`src/rtl/serial_subtractor_seq_if.sv`:
```
// Start/busy/done handshake bundle for the bit-serial subtractor.
// SERIAL_SUB_OVERFLOW_EN adds the signed-overflow result bit.
interface serial_subtractor_seq_if #(parameter int WIDTH = 4);
  logic             start;
  logic [WIDTH-1:0] a;
  logic [WIDTH-1:0] b;
  logic             borrow_in;
  logic             busy;
  logic             done;
  logic [WIDTH-1:0] diff;
  logic             borrow_out;
`ifdef SERIAL_SUB_OVERFLOW_EN
  logic             overflow;

  modport master (output start, a, b, borrow_in,
                  input  busy, done, diff, borrow_out, overflow);
  modport slave  (input  start, a, b, borrow_in,
                  output busy, done, diff, borrow_out, overflow);
`else
  modport master (output start, a, b, borrow_in,
                  input  busy, done, diff, borrow_out);
  modport slave  (input  start, a, b, borrow_in,
                  output busy, done, diff, borrow_out);
`endif
endinterface

```
`src/rtl/serial_subtractor_seq.sv`:
```
// Bit-serial a - b - borrow_in, LSB first, one full-subtractor cell reused WIDTH times.
// Optional SERIAL_SUB_OVERFLOW_EN adds a two's-complement overflow flag held with diff.
module serial_subtractor_seq #(
  parameter int WIDTH = 4
) (
  input  logic                    clk,
  input  logic                    rst_n,
  serial_subtractor_seq_if.slave  bus
);
  localparam int CW = (WIDTH > 2) ? $clog2(WIDTH) : 1;

  typedef enum logic [1:0] {IDLE, SHIFT, DONE} state_t;

  state_t           state_q, state_d;
  logic [WIDTH-1:0] a_q, a_d, b_q, b_d, wd_q, wd_d;
  logic [WIDTH-1:0] diff_q, diff_d;
  logic [CW-1:0]    cnt_q, cnt_d;
  logic             br_q, br_d, bo_q, bo_d;
  logic             bit_d, br_nx;
`ifdef SERIAL_SUB_OVERFLOW_EN
  logic             as_q, as_d, bs_q, bs_d, ovf_q, ovf_d;
`endif

  always_comb begin
    state_d = state_q;
    a_d     = a_q;
    b_d     = b_q;
    wd_d    = wd_q;
    cnt_d   = cnt_q;
    br_d    = br_q;
    diff_d  = diff_q;
    bo_d    = bo_q;
`ifdef SERIAL_SUB_OVERFLOW_EN
    as_d    = as_q;
    bs_d    = bs_q;
    ovf_d   = ovf_q;
`endif
    bit_d   = a_q[0] ^ b_q[0] ^ br_q;
    br_nx   = (~a_q[0] & b_q[0]) | (~(a_q[0] ^ b_q[0]) & br_q);

    case (state_q)
      // DONE accepts a new start just like IDLE, giving WIDTH+1 cycle throughput.
      IDLE, DONE: begin
        state_d = IDLE;
        if (bus.start) begin
          a_d     = bus.a;
          b_d     = bus.b;
          br_d    = bus.borrow_in;
          wd_d    = '0;
          cnt_d   = '0;
          state_d = SHIFT;
`ifdef SERIAL_SUB_OVERFLOW_EN
          as_d    = bus.a[WIDTH-1];
          bs_d    = bus.b[WIDTH-1];
`endif
        end
      end
      SHIFT: begin
        a_d   = a_q >> 1;
        b_d   = b_q >> 1;
        wd_d  = {bit_d, wd_q[WIDTH-1:1]};
        br_d  = br_nx;
        cnt_d = cnt_q + CW'(1);
        if (cnt_q == CW'(WIDTH-1)) begin
          diff_d  = {bit_d, wd_q[WIDTH-1:1]};
          bo_d    = br_nx;
          state_d = DONE;
`ifdef SERIAL_SUB_OVERFLOW_EN
          // bit_d is the result sign bit on the final step.
          ovf_d   = (as_q != bs_q) && (bit_d != as_q);
`endif
        end
      end
      default: state_d = IDLE;
    endcase
  end

  always_ff @(posedge clk or negedge rst_n) begin
    if (!rst_n) begin
      state_q <= IDLE;
      a_q     <= '0;
      b_q     <= '0;
      wd_q    <= '0;
      cnt_q   <= '0;
      br_q    <= 1'b0;
      diff_q  <= '0;
      bo_q    <= 1'b0;
`ifdef SERIAL_SUB_OVERFLOW_EN
      as_q    <= 1'b0;
      bs_q    <= 1'b0;
      ovf_q   <= 1'b0;
`endif
    end else begin
      state_q <= state_d;
      a_q     <= a_d;
      b_q     <= b_d;
      wd_q    <= wd_d;
      cnt_q   <= cnt_d;
      br_q    <= br_d;
      diff_q  <= diff_d;
      bo_q    <= bo_d;
`ifdef SERIAL_SUB_OVERFLOW_EN
      as_q    <= as_d;
      bs_q    <= bs_d;
      ovf_q   <= ovf_d;
`endif
    end
  end

  assign bus.busy       = (state_q == SHIFT);
  assign bus.done       = (state_q == DONE);
  assign bus.diff       = diff_q;
  assign bus.borrow_out = bo_q;
`ifdef SERIAL_SUB_OVERFLOW_EN
  assign bus.overflow   = ovf_q;
`endif

endmodule

```
`src/flat_wrapper.sv`:
```
// flat-port wrapper written by rule: the top's interface ports become plain ports
module serial_subtractor_seq_flat 
#(
  parameter int WIDTH = 4
)
  (clk, rst_n, bus_start, bus_a, bus_b, bus_borrow_in, bus_busy, bus_done, bus_diff, bus_borrow_out);
  serial_subtractor_seq_if #(.WIDTH(WIDTH)) bus_i ();
  input  logic clk;
  input  logic rst_n;
  input wire logic [$bits(bus_i.start)-1:0] bus_start;
  input wire logic [$bits(bus_i.a)-1:0] bus_a;
  input wire logic [$bits(bus_i.b)-1:0] bus_b;
  input wire logic [$bits(bus_i.borrow_in)-1:0] bus_borrow_in;
  output wire logic [$bits(bus_i.busy)-1:0] bus_busy;
  output wire logic [$bits(bus_i.done)-1:0] bus_done;
  output wire logic [$bits(bus_i.diff)-1:0] bus_diff;
  output wire logic [$bits(bus_i.borrow_out)-1:0] bus_borrow_out;
  assign bus_i.start = bus_start;
  assign bus_i.a = bus_a;
  assign bus_i.b = bus_b;
  assign bus_i.borrow_in = bus_borrow_in;
  assign bus_busy = bus_i.busy;
  assign bus_done = bus_i.done;
  assign bus_diff = bus_i.diff;
  assign bus_borrow_out = bus_i.borrow_out;
  serial_subtractor_seq #(.WIDTH(WIDTH)) u_core (.clk(clk), .rst_n(rst_n), .bus(bus_i));
endmodule
```
`config.mk`:
```
export PLATFORM = sky130hd
export DESIGN_NAME = serial_subtractor_seq_flat
export DESIGN_NICKNAME = d
export VERILOG_FILES = /design/src/rtl/serial_subtractor_seq_if.sv /design/src/rtl/serial_subtractor_seq.sv /design/src/flat_wrapper.sv
export SDC_FILE = /design/constraint.sdc
export NUM_CORES = 1
export LEC_CHECK = 0
export BUFFER_PORTS_ARGS = -buffer_cell sky130_fd_sc_hd__buf_4
export CORE_MARGIN = 8
export CORE_UTILIZATION = 56
export CTS_CLUSTER_SIZE = 14
export DETAILED_ROUTE_END_ITERATION = 8
export GPL_TIMING_DRIVEN = 0
export PLACE_DENSITY = 0.81
export SYNTH_ARGS = -nofsm -noshare
export SYNTH_HDL_FRONTEND = slang
export SYNTH_SLANG_ARGS = --single-unit
export TNS_END_PERCENT = 30
```
`constraint.sdc`:
```
create_clock -name clk -period 2.2 [get_ports clk]
set_clock_uncertainty 0.05 [all_clocks]
set_input_delay 0.22 -clock clk [delete_from_list [all_inputs] [get_ports clk]]
set_output_delay 0.22 -clock clk [all_outputs]
set_load 0.005 [all_outputs]
```
==> results of run 1 <==
-- per-stage QoR --
| step | util, % | hold slack, ns | power [W] |
|---|---|---|---|
| 6_report | 69.8 | 0.0774 | 0.00160 |
| 3_3_place_gp | 67.6 | 0.0645 | 0.00137 |
| 3_5_place_dp | 67.6 | 0.0665 | 0.00143 |
| 2_1_floorplan | - | -0.126 | 0.00117 |
| 5_1_grt | 69.8 | 0.0962 | 0.00174 |
| 4_1_cts | 69.8 | 0.0764 | 0.00162 |
-- cell families (layout without fill, tap and decap cells) --
group           count (synthesis)  in the layout  share of synthesized area [%]
compound gates                 25             25                           17.1
simple gates                   11             11                           7.98
flops                          21             21                           54.1
mux                            10             10                           11.3
buf+inv                        11             34                           5.28
xor+xnor                        1              1                          0.901
fa+ha+maj                       2              2                           3.35
-- routing by layer --
metal / share of wire, % / GRT usage (%) / routed length [um] / vias up
li1: - / - / - / 332
met1: 45 / 15.9 / 862 / 329
met2: 47 / 19.0 / 888 / 28
met3: 6.6 / 3.75 / 126 / 3
met4: 1.5 / 4.55 / 29 / 0
met5: 0 / 0 / 0 / -
-- worst paths after layout --
check                      slack [ns]                     to                  start
max                              0.55               bus_busy      u_core.state_q[1]
min                              0.08          u_core.a_q[3]               bus_a[3]
max reg2reg                      0.60         u_core.wd_q[3]          u_core.b_q[0]
min reg2reg                      0.45  u_core.bus.borrow_out  u_core.bus.borrow_out
max in group asynchronous        1.62        u_core.cnt_q[1]                  rst_n
min in group asynchronous        0.27     u_core.bus.diff[2]                  rst_n
-- worst max-delay path, delay by kind of cell (launching register included) --
kind	cells	cell delay, ns
flip-flops	1	0.46
buffers and inverters	3	0.38
AND/OR/NAND/NOR	1	0.23
-- power groups by stage --
stage / combinational (W) / clock (W) / sequential (W)
after detailed placement: 0.000743 / 0 / 0.000689
after global placement: 0.000699 / 0 / 0.000671
after global routing: 0.000838 / 0.000203 / 0.000702
after floorplan: 0.000516 / 0 / 0.000659
after CTS: 0.000749 / 0.000190 / 0.000680
final: 0.000738 / 0.000188 / 0.000679
-- layout by cell type, fill, tap and decap left out, drive strengths merged --
master        n
a211oi        3
a21o          1
a21oi         8
a22o          7
buf          21
clkbuf        3
clkinv        1
dfrtp        21
dlygate4sd3   1
fa            1
ha            1
inv           8
mux2          8
mux2i         2
nand2         1
nand2b        2
nand3b        1
nor2          2
nor2b         5
o21ai         2
o22ai         4
xnor2         1
-- sequential cells by signal, summed over array words and instances (netlist names) --
signal / cells
u_core.a_q: 4
u_core.b_q: 4
u_core.bus.diff: 4
u_core.wd_q: 3
u_core.cnt_q: 2
u_core.state_q: 2
u_core.br_q: 1
u_core.bus.borrow_out: 1
-- area by class of cell --
type                    count  area (um2)
plain buffers               3        21.3
clock buffers               3        22.5
clock inverters             1        5.00
fillers                   132         504
inverters                   8        30.0
multi-input cells          49         395
flip-flops and latches     21         526
well taps                  17        21.3
repair buffers             19         145
-- timing repair --
| action | CTS | global route |
|---|---|---|
| setup endpoints to repair | 0 | 0 |
| resized for setup | 0 | 0 |
| setup buffers | 0 | 0 |
| hold endpoints to repair | 21 | 0 |
| hold buffers | 1 | 0 |
==> summary.md, run 1 <==
| Metric | Value |
|---|---|
| Pre-CTS WS | between 0.6 and 0.7 ns |
| RSZ-0062 raised after global routing | no |
| Via count | 692 |
| CP Cell Sequence | buf_6 -> nand2b_1 -> inv_1 -> buf_4 |
| Seq/Total Area, Yosys | between 50 and 60% |
| Worst-Skew Late Latency | just over 0.3 ns |
| Worst vdd ir | approximately 700 uV |
| Combinational Power Share | a little under half |
| Final setup viols | 0 |
| Startpoint types | flip-flop |
| R2R cell count | 4 |
| Post-DRT Antenna Nets | 0 |
| TritonCTS clock tree | done |
| Worst Setup End Kind | output pin |
| Worst slew pin tran | between 0.2 and 0.3 ns |
| Initial antenna violation count | 0 |
| Hold path cells | 2 |
| Clock network power share | a little under an eighth |
| Initial Util | ~58% |
| Initial DRC Count | 20 |
| Fin crit share | roughly three quarters |
| Die H | 57.7 um |
| CTS Sinks | 21 |
| Clk root buf | clkbuf_4 |
| Achievable Freq | around 0.61 GHz |
| Max Slew Vio Count | 0 |
| Final #Nets | 119 |
| Crit path DAT | about 1.4 ns |
| Post-synthesis cell area | 972 um2 |
| Total wire length | 1.91 mm |
| Status | finished clean |
| Reg power frac | 42.3% |
| Die Area | approximately 3300 um2 |
| P_sw | about 0.00059 W |
| Min cycle time layout | approximately 1.6 ns |
| Yosys warns | 0 |
| Layout cells sized above 1 | approximately 27% |
| Die X | 57.7 um |
| WL/cell | roughly 16 um |
| CTS buffer count | 3 |
| Post-Syn Instances | approximately 80 |
| Hpwl dp | 1.42 mm |
| Worst hold path class | in -> reg |
| Leakage | 0.590 nW |
| I/O pins | 19 |
| Setup ws final | roughly 0.55 ns |
| Reg clk slew, reported paths | around 0.11 ns |
| FP Rows | 15 |
| Non-filler instance count after layout | between 100 and 150 |
| Average vias per placed instance | around 5.7 |
| Largest net degree at the start of global routing | 22 |
| Avg Synthesized Cell Area | about 12 um2 |
| N_diodes | 0 |
| Top post-synthesis cells by area | dfrtp_1, mux2_1, a22o_1, a21oi_1, nor2b_1 |
| Pwr dens | between 1000 and 1500 nW/um2 |
| Grt total ovfl | 0 |
| Vias in the first global route | ~720 |
| Area leader, netlist | dfrtp_1 |
| Clk buf depth | 2 |
| GR Util All Layers | ~12% |
| Setup tns final | 0 ns |
| Post-Syn Nets | 95 |
| Distinct cells, synth | 22 |
| Yosys top cell area share | between 50% and 60% |
| H-tree Lvls | 1 |
| Most frequent cells after synthesis | dfrtp_1, a21oi_1, inv_1 |
| Cell Count Post-Placement | roughly 120 |
| Placer Congestion | between 0.7 and 0.8 |
| Async S/R FF share, synth | 100% |
| Critical path type | reg -> out |
| Core ar. | roughly 1700 um2 |
| Port bufs | 18 |
| CP max stage delay | 0.46 ns |
| Drt first pass iters | 4 |
| Rel. slew slack | approximately 83% |
| Max-cap violations | 0 |
| Final hold vios | 0 |
| CP required | 1.93 ns |
| Synth-to-layout area growth | 19.9% |
| Final instance area | between 1000 and 1500 um2 |
| Max FO, Critical Path | 10 |
| Predominant post-synthesis flop cell | dfrtp_1 |
| Critical path's slowest cell | dfrtp_1 |
| Remaining DRCs | 0 |
| Yosys reg bits | 21 |
| Dpl cell area | roughly 1100 um2 |
| Number of flops mapped to enable cells by yosys | 0 |
| Sw frac | 36.7% |
| Most common cell in the synthesized netlist | dfrtp_1 |
| First-pass GRT wire length | ~3.3 mm |
| Internal | between 0.001 and 0.0015 W |
No activity file was read; power rests on OpenSTA's default activity.
==> inputs of run 2 (changes only) <==
--- a/config.mk
+++ b/config.mk
@@ -5,13 +5,14 @@
 export SDC_FILE = /design/constraint.sdc
 export NUM_CORES = 1
 export LEC_CHECK = 0
+export ABC_AREA = 1
 export BUFFER_PORTS_ARGS = -buffer_cell sky130_fd_sc_hd__buf_4
 export CORE_MARGIN = 8
-export CORE_UTILIZATION = 56
+export CORE_UTILIZATION = 48
 export CTS_CLUSTER_SIZE = 14
 export DETAILED_ROUTE_END_ITERATION = 8
 export GPL_TIMING_DRIVEN = 0
-export PLACE_DENSITY = 0.81
+export PLACE_DENSITY = 0.73
 export SYNTH_ARGS = -nofsm -noshare
 export SYNTH_HDL_FRONTEND = slang
 export SYNTH_SLANG_ARGS = --single-unit
==> constraint.sdc (replaced) <==
create_clock -name clk -period 1.4 [get_ports clk]
set_clock_uncertainty 0.05 [all_clocks]
set_input_delay 0.14 -clock clk [delete_from_list [all_inputs] [get_ports clk]]
set_output_delay 0.14 -clock clk [all_outputs]
set_load 0.005 [all_outputs]
==> summary.md, run 2 <==
| Metric | Value |
|---|---|
| P_sw | 0.00119 W (was 0.000589 W) |
| Crit path launch | u_core.state_q[0] (was u_core.state_q[1]) |
| Yosys reg bits | 21 (unchanged) |
| RSZ-0062 raised after global routing | yes (was no) |
| Most common cell in the synthesized netlist | nand2_1 (was dfrtp_1) |
| Final hold slack | 0.0655 ns (was 0.0774 ns) |
| Yosys top cell area share | 50.8% (was 54.1%) |
| Drt first pass iters | 4 (unchanged) |
| Clk buf depth | 2 (unchanged) |
| Core ar. | 2130 um2 (was 1670 um2) |
| Number of flops mapped to enable cells by yosys | 0 (unchanged) |
| Most frequent cells in the layout | nand2_1, inv_1, dfrtp_1 (was dfrtp_1, buf_4, inv_1, a21oi_1) |
| Initial antenna violation count | 0 (unchanged) |
| N_diodes | 0 (unchanged) |
| Achievable Freq | around 0.74 GHz |
| Most frequent cells after synthesis | nand2_1, dfrtp_1, inv_1 (was dfrtp_1, a21oi_1, inv_1) |
| GR Util All Layers | 10.9% (was 12.3%) |
| Post-Syn Instances | 117 (was 81) |
| Critical path type | reg -> out (unchanged) |
| Largest net degree at the start of global routing | 22 (unchanged) |
| Clock network power share | 10.4% (was 11.7%) |
| Sw frac | 42.3% (was 36.7%) |
| Delay-heaviest family, CP | flip-flops (unchanged) |
| Via count | 792 (was 692) |
| Min cycle time layout | 1.36 ns |
| Seq/Total Area, Yosys | 50.8% (was 54.1%) |
| Layout cells sized above 1 | 25.4% (was 26.9%) |
| Combinational Power Share | 51.9% (was 46.0%) |
| Total wire length | 1.98 mm (was 1.91 mm) |
| Internal | 0.00163 W (was 0.00102 W) |
| Die Area | 3890 um2 (was 3330 um2) |
| CTS Sinks | 21 (unchanged) |
| Worst vdd ir | 1070 uV (was 699 uV) |
| TritonCTS clock tree | done (unchanged) |
| Async S/R FF share, synth | 100% (unchanged) |
| Pwr dens | 2240 nW/um2 (was 1380 nW/um2) |
| Clk root buf | clkbuf_4 (unchanged) |
| Max FO, Critical Path | 9 (was 10) |
| Reg clk slew, reported paths | 0.12 ns (was 0.11 ns) |
| Setup Buffers After CTS | 0 (unchanged) |
| Port bufs | 18 (unchanged) |
| Worst Setup End Kind | output pin (unchanged) |
| CP Cell Sequence | buf_6 -> inv_4 -> nor2_8 -> buf_4 (was buf_6 -> nand2b_1 -> inv_1 -> buf_4) |
| CP required | 1.21 ns (was 1.93 ns) |
| Crit path DAT | 1.17 ns (was 1.38 ns) |
| Predominant post-synthesis flop cell | dfrtp_1 (unchanged) |
| Final hold vios | 0 (unchanged) |
| Average vias per placed instance | 4.66 (was 5.72) |
| Yosys warns | 0 (unchanged) |
| Leakage | 0.696 nW (was 0.590 nW) |
| CP max stage delay | 0.37 ns (was 0.46 ns) |
| Distinct cells, synth | 17 (was 22) |
| Final setup viols | 0 (unchanged) |
| Dpl cell area | 1200 um2 (was 1130 um2) |
| Max Slew Vio Count | 0 (unchanged) |
| WL/cell | 11.7 um (was 15.8 um) |
| Hpwl dp | 1.46 mm (was 1.42 mm) |
| Rel. slew slack | 81.8% (was 82.7%) |
| Die H | 62.4 um (was 57.7 um) |
| Vias in the first global route | 811 (was 719) |
| Crit path buf inv count | 3 (unchanged) |
| Startpoint types | flip-flop (unchanged) |
| Avg Synthesized Cell Area | 8.83 um2 (was 12.0 um2) |
| Worst-Skew Late Latency | 0.30 ns (was 0.31 ns) |
| Die X | 62.4 um (was 57.7 um) |
| Worst Hold Launch | bus_start (was bus_a[3]) |
| Commonest non-fill, non-tap cell in the layout | nand2_1 (was dfrtp_1) |
| H-tree Lvls | 1 (unchanged) |
| Grt total ovfl | 0 (unchanged) |
| I/O pins | 19 (unchanged) |
| Final #Nets | 157 (was 119) |
| Synth-to-layout area growth | 22.0% (was 19.9%) |
| Initial Util | 48.6% (was 58.2%) |
| Final core utilization | 59.3% (was 69.8%) |
| Max-cap violations | 0 (unchanged) |
| Post-Syn Nets | 131 (was 95) |
| FP Rows | 17 (was 15) |
| Final instance area | 1260 um2 (was 1170 um2) |
| Critical path's slowest cell | dfrtp_1 (unchanged) |
| Worst flop-to-flop path startpoint | u_core.b_q[0] (unchanged) |
| Placer Congestion | 0.727 (was 0.712) |
| Worst slew pin tran | 0.273 ns (was 0.260 ns) |
| Initial DRC Count | 16 (was 20) |
| Status | finished clean (unchanged) |
| CTS buffer count | 3 (unchanged) |
| First-pass GRT wire length | 3.55 mm (was 3.26 mm) |
| Setup ws final | 0.0439 ns (was 0.553 ns) |
| Area leader, netlist | dfrtp_1 (unchanged) |
| Setup tns final | 0 ns (unchanged) |
| Remaining DRCs | 0 (unchanged) |
| Fin crit share | ~97% |
| Worst hold path class | in -> reg (unchanged) |
| Post-DRT Antenna Nets | 0 (unchanged) |
| Top post-synthesis cells by area | dfrtp_1, nand2_1, inv_1, nand3_1, o21ai_0 (was dfrtp_1, mux2_1, a22o_1, a21oi_1, nor2b_1) |
| Reg power frac | 37.7% (was 42.3%) |
| Post-synthesis cell area | 1030 um2 (was 972 um2) |
| Pre-CTS WS | 0.178 ns (was 0.609 ns) |
-- run 2: area by class of cell --
class / instances / area (um2)
fillers: 212 / 866
flip-flops and latches: 21 / 527
multi-input cells: 70 / 390
repair buffers: 21 / 165
inverters: 24 / 95.1
well taps: 28 / 35.0
clock buffers: 4 / 26.3
plain buffers: 2 / 22.5
-- run 2: power groups by stage --
stage	registers (W)	logic [W]	clock network [W]
3_3_place_gp	0.00107	0.00145	0
5_1_grt	0.00109	0.00171	0.000331
6_report	0.00107	0.00147	0.000294
2_1_floorplan	0.00105	0.00109	0
4_1_cts	0.00107	0.00150	0.000306
3_5_place_dp	0.00108	0.00148	0
-- run 2: what timing repair did --
action,in CTS,in global routing
hold buffers,2,1
resized for setup,0,1
endpoints found under the hold margin,22,1
endpoints found under the setup margin,0,2
-- run 2: final timing paths --
kind / end / slack [ns] / cells after the start
setup / recovery: bus_busy / 0.04 / 4
hold / removal: u_core.state_q[0] / 0.07 / 3
setup reg to reg: u_core.wd_q[3] / 0.17 / 4
hold reg to reg: u_core.br_q / 0.44 / 2
max in group asynchronous: u_core.state_q[1] / 0.87 / 2
min in group asynchronous: u_core.state_q[1] / 0.20 / 2
-- run 2: stage by stage --
step | total power [W] | instances
floorplan | 0.00214 | 117
global placement | 0.00252 | 163
detailed placement | 0.00256 | 163
CTS | 0.00287 | 169
global route | 0.00314 | 170
finish | 0.00283 | 170
-- run 2: worst reg2reg max path: cells and delay by family, from the launching register on --
kind                     cells  cell delay (ns)
AO/OA/AOI/OAI                1             0.06
flip-flops                   1             0.37
adder cells (fa/ha/maj)      1             0.56
AND/OR/NAND/NOR              1             0.05
buffers and inverters        1             0.06
-- run 2: metal layers --
layer	vias up	part of all wire, %	GRT usage, %
met1	365	46	13.8
met2	20	48	16.2
met3	2	6.4	3.76
met4	0	0.45	5.13
li1	405	-	-
met5	-	0	0
-- run 2: cell families (layout without fill, tap and decap cells) --
kind of cell    count (synthesis)  count (layout)  synth area share (%)
simple gates                   57              57                  27.1
compound gates                 11              11                  7.51
flops                          21              21                  50.8
buf+inv                        26              51                  11.4
fa+ha+maj                       2               2                  3.15
==> inputs of run 3 (changes only) <==
--- a/config.mk
+++ b/config.mk
@@ -8,11 +8,11 @@
 export ABC_AREA = 1
 export BUFFER_PORTS_ARGS = -buffer_cell sky130_fd_sc_hd__buf_4
 export CORE_MARGIN = 8
-export CORE_UTILIZATION = 48
+export CORE_UTILIZATION = 45
 export CTS_CLUSTER_SIZE = 14
 export DETAILED_ROUTE_END_ITERATION = 8
 export GPL_TIMING_DRIVEN = 0
-export PLACE_DENSITY = 0.73
+export PLACE_DENSITY = 0.69
 export SYNTH_ARGS = -nofsm -noshare
 export SYNTH_HDL_FRONTEND = slang
 export SYNTH_SLANG_ARGS = --single-unit
==> summary.md, run 3 (synthesized netlist as in run 2, its figures left out) <==
| Metric | Value |
|---|---|
| Pwr dens | 2260 nW/um2 (was 2240 nW/um2) |
| Final hold vios | 0 (unchanged) |
| Worst hold path class | in -> reg (unchanged) |
| Max Slew Vio Count | 0 (unchanged) |
| Reg clk slew, reported paths | 0.10 ns (was 0.12 ns) |
| FP Rows | 17 (unchanged) |
| Grt total ovfl | 0 (unchanged) |
| WL/cell | 11.5 um (was 11.7 um) |
| GR Util met1 | 13.7% (was 13.8%) |
| TritonCTS clock tree | done (unchanged) |
| Most frequent cells in the layout | nand2_1, inv_1, dfrtp_1 (unchanged) |
| Max FO, Critical Path | 9 (unchanged) |
| N_diodes | 0 (unchanged) |
| Initial Util | 47.2% (was 48.6%) |
| Clk buf depth | 2 (unchanged) |
| CP required | 1.21 ns (about the same) |
| Port bufs | 18 (unchanged) |
| Vias in the first global route | 847 (was 811) |
| Achievable Freq | 0.744 GHz (was 0.737 GHz) |
| First-pass GRT wire length | 3.66 mm (was 3.55 mm) |
| Clk root buf | clkbuf_4 (unchanged) |
| I/O pins | 19 (unchanged) |
| Final core utilization | 57.1% (was 59.3%) |
| Remaining DRCs | 0 (unchanged) |
| Crit path DAT | 1.15 ns (was 1.17 ns) |
| Final hold slack | 0.0194 ns (was 0.0655 ns) |
| Met3 global-route usage | 2.79% (was 3.76%) |
| GR Util All Layers | 10.9% (about the same) |
| RSZ-0062 raised after global routing | yes (unchanged) |
| GR peak layer | met2 (unchanged) |
| CTS buffer count | 3 (unchanged) |
| Rel. slew slack | 82.6% (was 81.8%) |
| Worst reg2reg setup slack | 0.14 ns (was 0.17 ns) |
| Placer Congestion | 0.738 (was 0.727) |
| Initial antenna violation count | 0 (unchanged) |
| Worst-Skew Late Latency | 0.30 ns (about the same) |
| Initial DRC Count | 18 (was 16) |
| Fin crit share | 96.0% (was 96.9%) |
| Core ar. | 2190 um2 (was 2130 um2) |
| Worst Setup End Kind | output pin (unchanged) |
| Min cycle time layout | 1.34 ns (was 1.36 ns) |
| GR Util met2 | 17.1% (was 16.2%) |
| Die Area | 4090 um2 (was 3890 um2) |
| Final #Nets | 156 (was 157) |
| Die H | 63.9 um (was 62.4 um) |
| Startpoint types | flip-flop (unchanged) |
| Leakage | 0.692 nW (was 0.696 nW) |
| Critical path type | reg -> out (unchanged) |
| Setup ws final | 0.0561 ns (was 0.0439 ns) |
| Status | finished clean (unchanged) |
| Largest net degree at the start of global routing | 22 (unchanged) |
| Max-cap violations | 0 (unchanged) |
| Dpl cell area | 1200 um2 (unchanged) |
| H-tree Lvls | 1 (unchanged) |
| Setup Buffers After CTS | 0 (unchanged) |
| Synth-to-layout area growth | 21.1% (was 22.0%) |
| Commonest non-fill, non-tap cell in the layout | nand2_1 (unchanged) |
| Hpwl dp | 1.46 mm (about the same) |
| Layout cells sized above 1 | 25.5% (was 25.4%) |
| Total wire length | 1.95 mm (was 1.98 mm) |
| Pre-CTS WS | 0.170 ns (was 0.178 ns) |
| Die X | 63.9 um (was 62.4 um) |
| CTS Sinks | 21 (unchanged) |
| Post-DRT Antenna Nets | 0 (unchanged) |
| Final instance area | 1250 um2 (was 1260 um2) |
| Worst vdd ir | 850 uV (was 1070 uV) |
| Final setup viols | 0 (unchanged) |
| Drt first pass iters | 4 (unchanged) |
| Average vias per placed instance | 4.61 (was 4.66) |
| Via count | 779 (was 792) |
| Worst slew pin tran | 0.261 ns (was 0.273 ns) |
==> run 3: critical path, stage by stage (launching register included) <==
cell	delay [ns]
dfrtp_1	0.36
buf_6	0.16
inv_4	0.07
nor2_8	0.14
buf_4	0.14
==> run 3: timing repair <==
item,in CTS,in global routing
hold buffers,2,0
endpoints found under the setup margin,0,2
hold endpoints to repair,22,0
gates resized for setup,0,1
==> run 3: area by class of cell <==
class / instances / area [um2]
flip-flops and latches: 21 / 527
plain buffers: 2 / 22.5
repair buffers: 20 / 155
clock buffers: 4 / 26.3
well taps: 28 / 35.0
inverters: 24 / 95.1
fillers: 208 / 940
multi-input cells: 70 / 390
==> run 3: power breakdown <==
part	total [W]	switching, W	internal, W
Sequential	0.00107	0.000175	0.000898
Combinational	0.00148	0.000852	0.000624
Clock	0.000282	0.000172	0.000111
==> run 3: final timing paths <==
path	from	end	cells past startpoint
min reg2reg	u_core.bus.diff[0]	u_core.bus.diff[0]	2
max	u_core.state_q[0]	bus_busy	4
min in group asynchronous	rst_n	u_core.a_q[0]	2
max in group asynchronous	rst_n	u_core.state_q[1]	2
min	bus_a[3]	u_core.a_q[3]	3
max reg2reg	u_core.b_q[0]	u_core.wd_q[3]	4
==> run 3: per-stage QoR <==
stage / std cells / total power, W / TNS [ns]
2_1_floorplan: 117 / 0.00214 / 0
6_report: 169 / 0.00283 / 0
5_1_grt: 169 / 0.00314 / -0.0327
4_1_cts: 169 / 0.00287 / 0
3_3_place_gp: 163 / 0.00252 / 0
3_5_place_dp: 163 / 0.00258 / 0
==> run 3: metal layers <==
layer	vias up	wire length, um
met5	-	0
met2	19	869
met4	0	13
met3	2	101
met1	352	961
li1	406	-
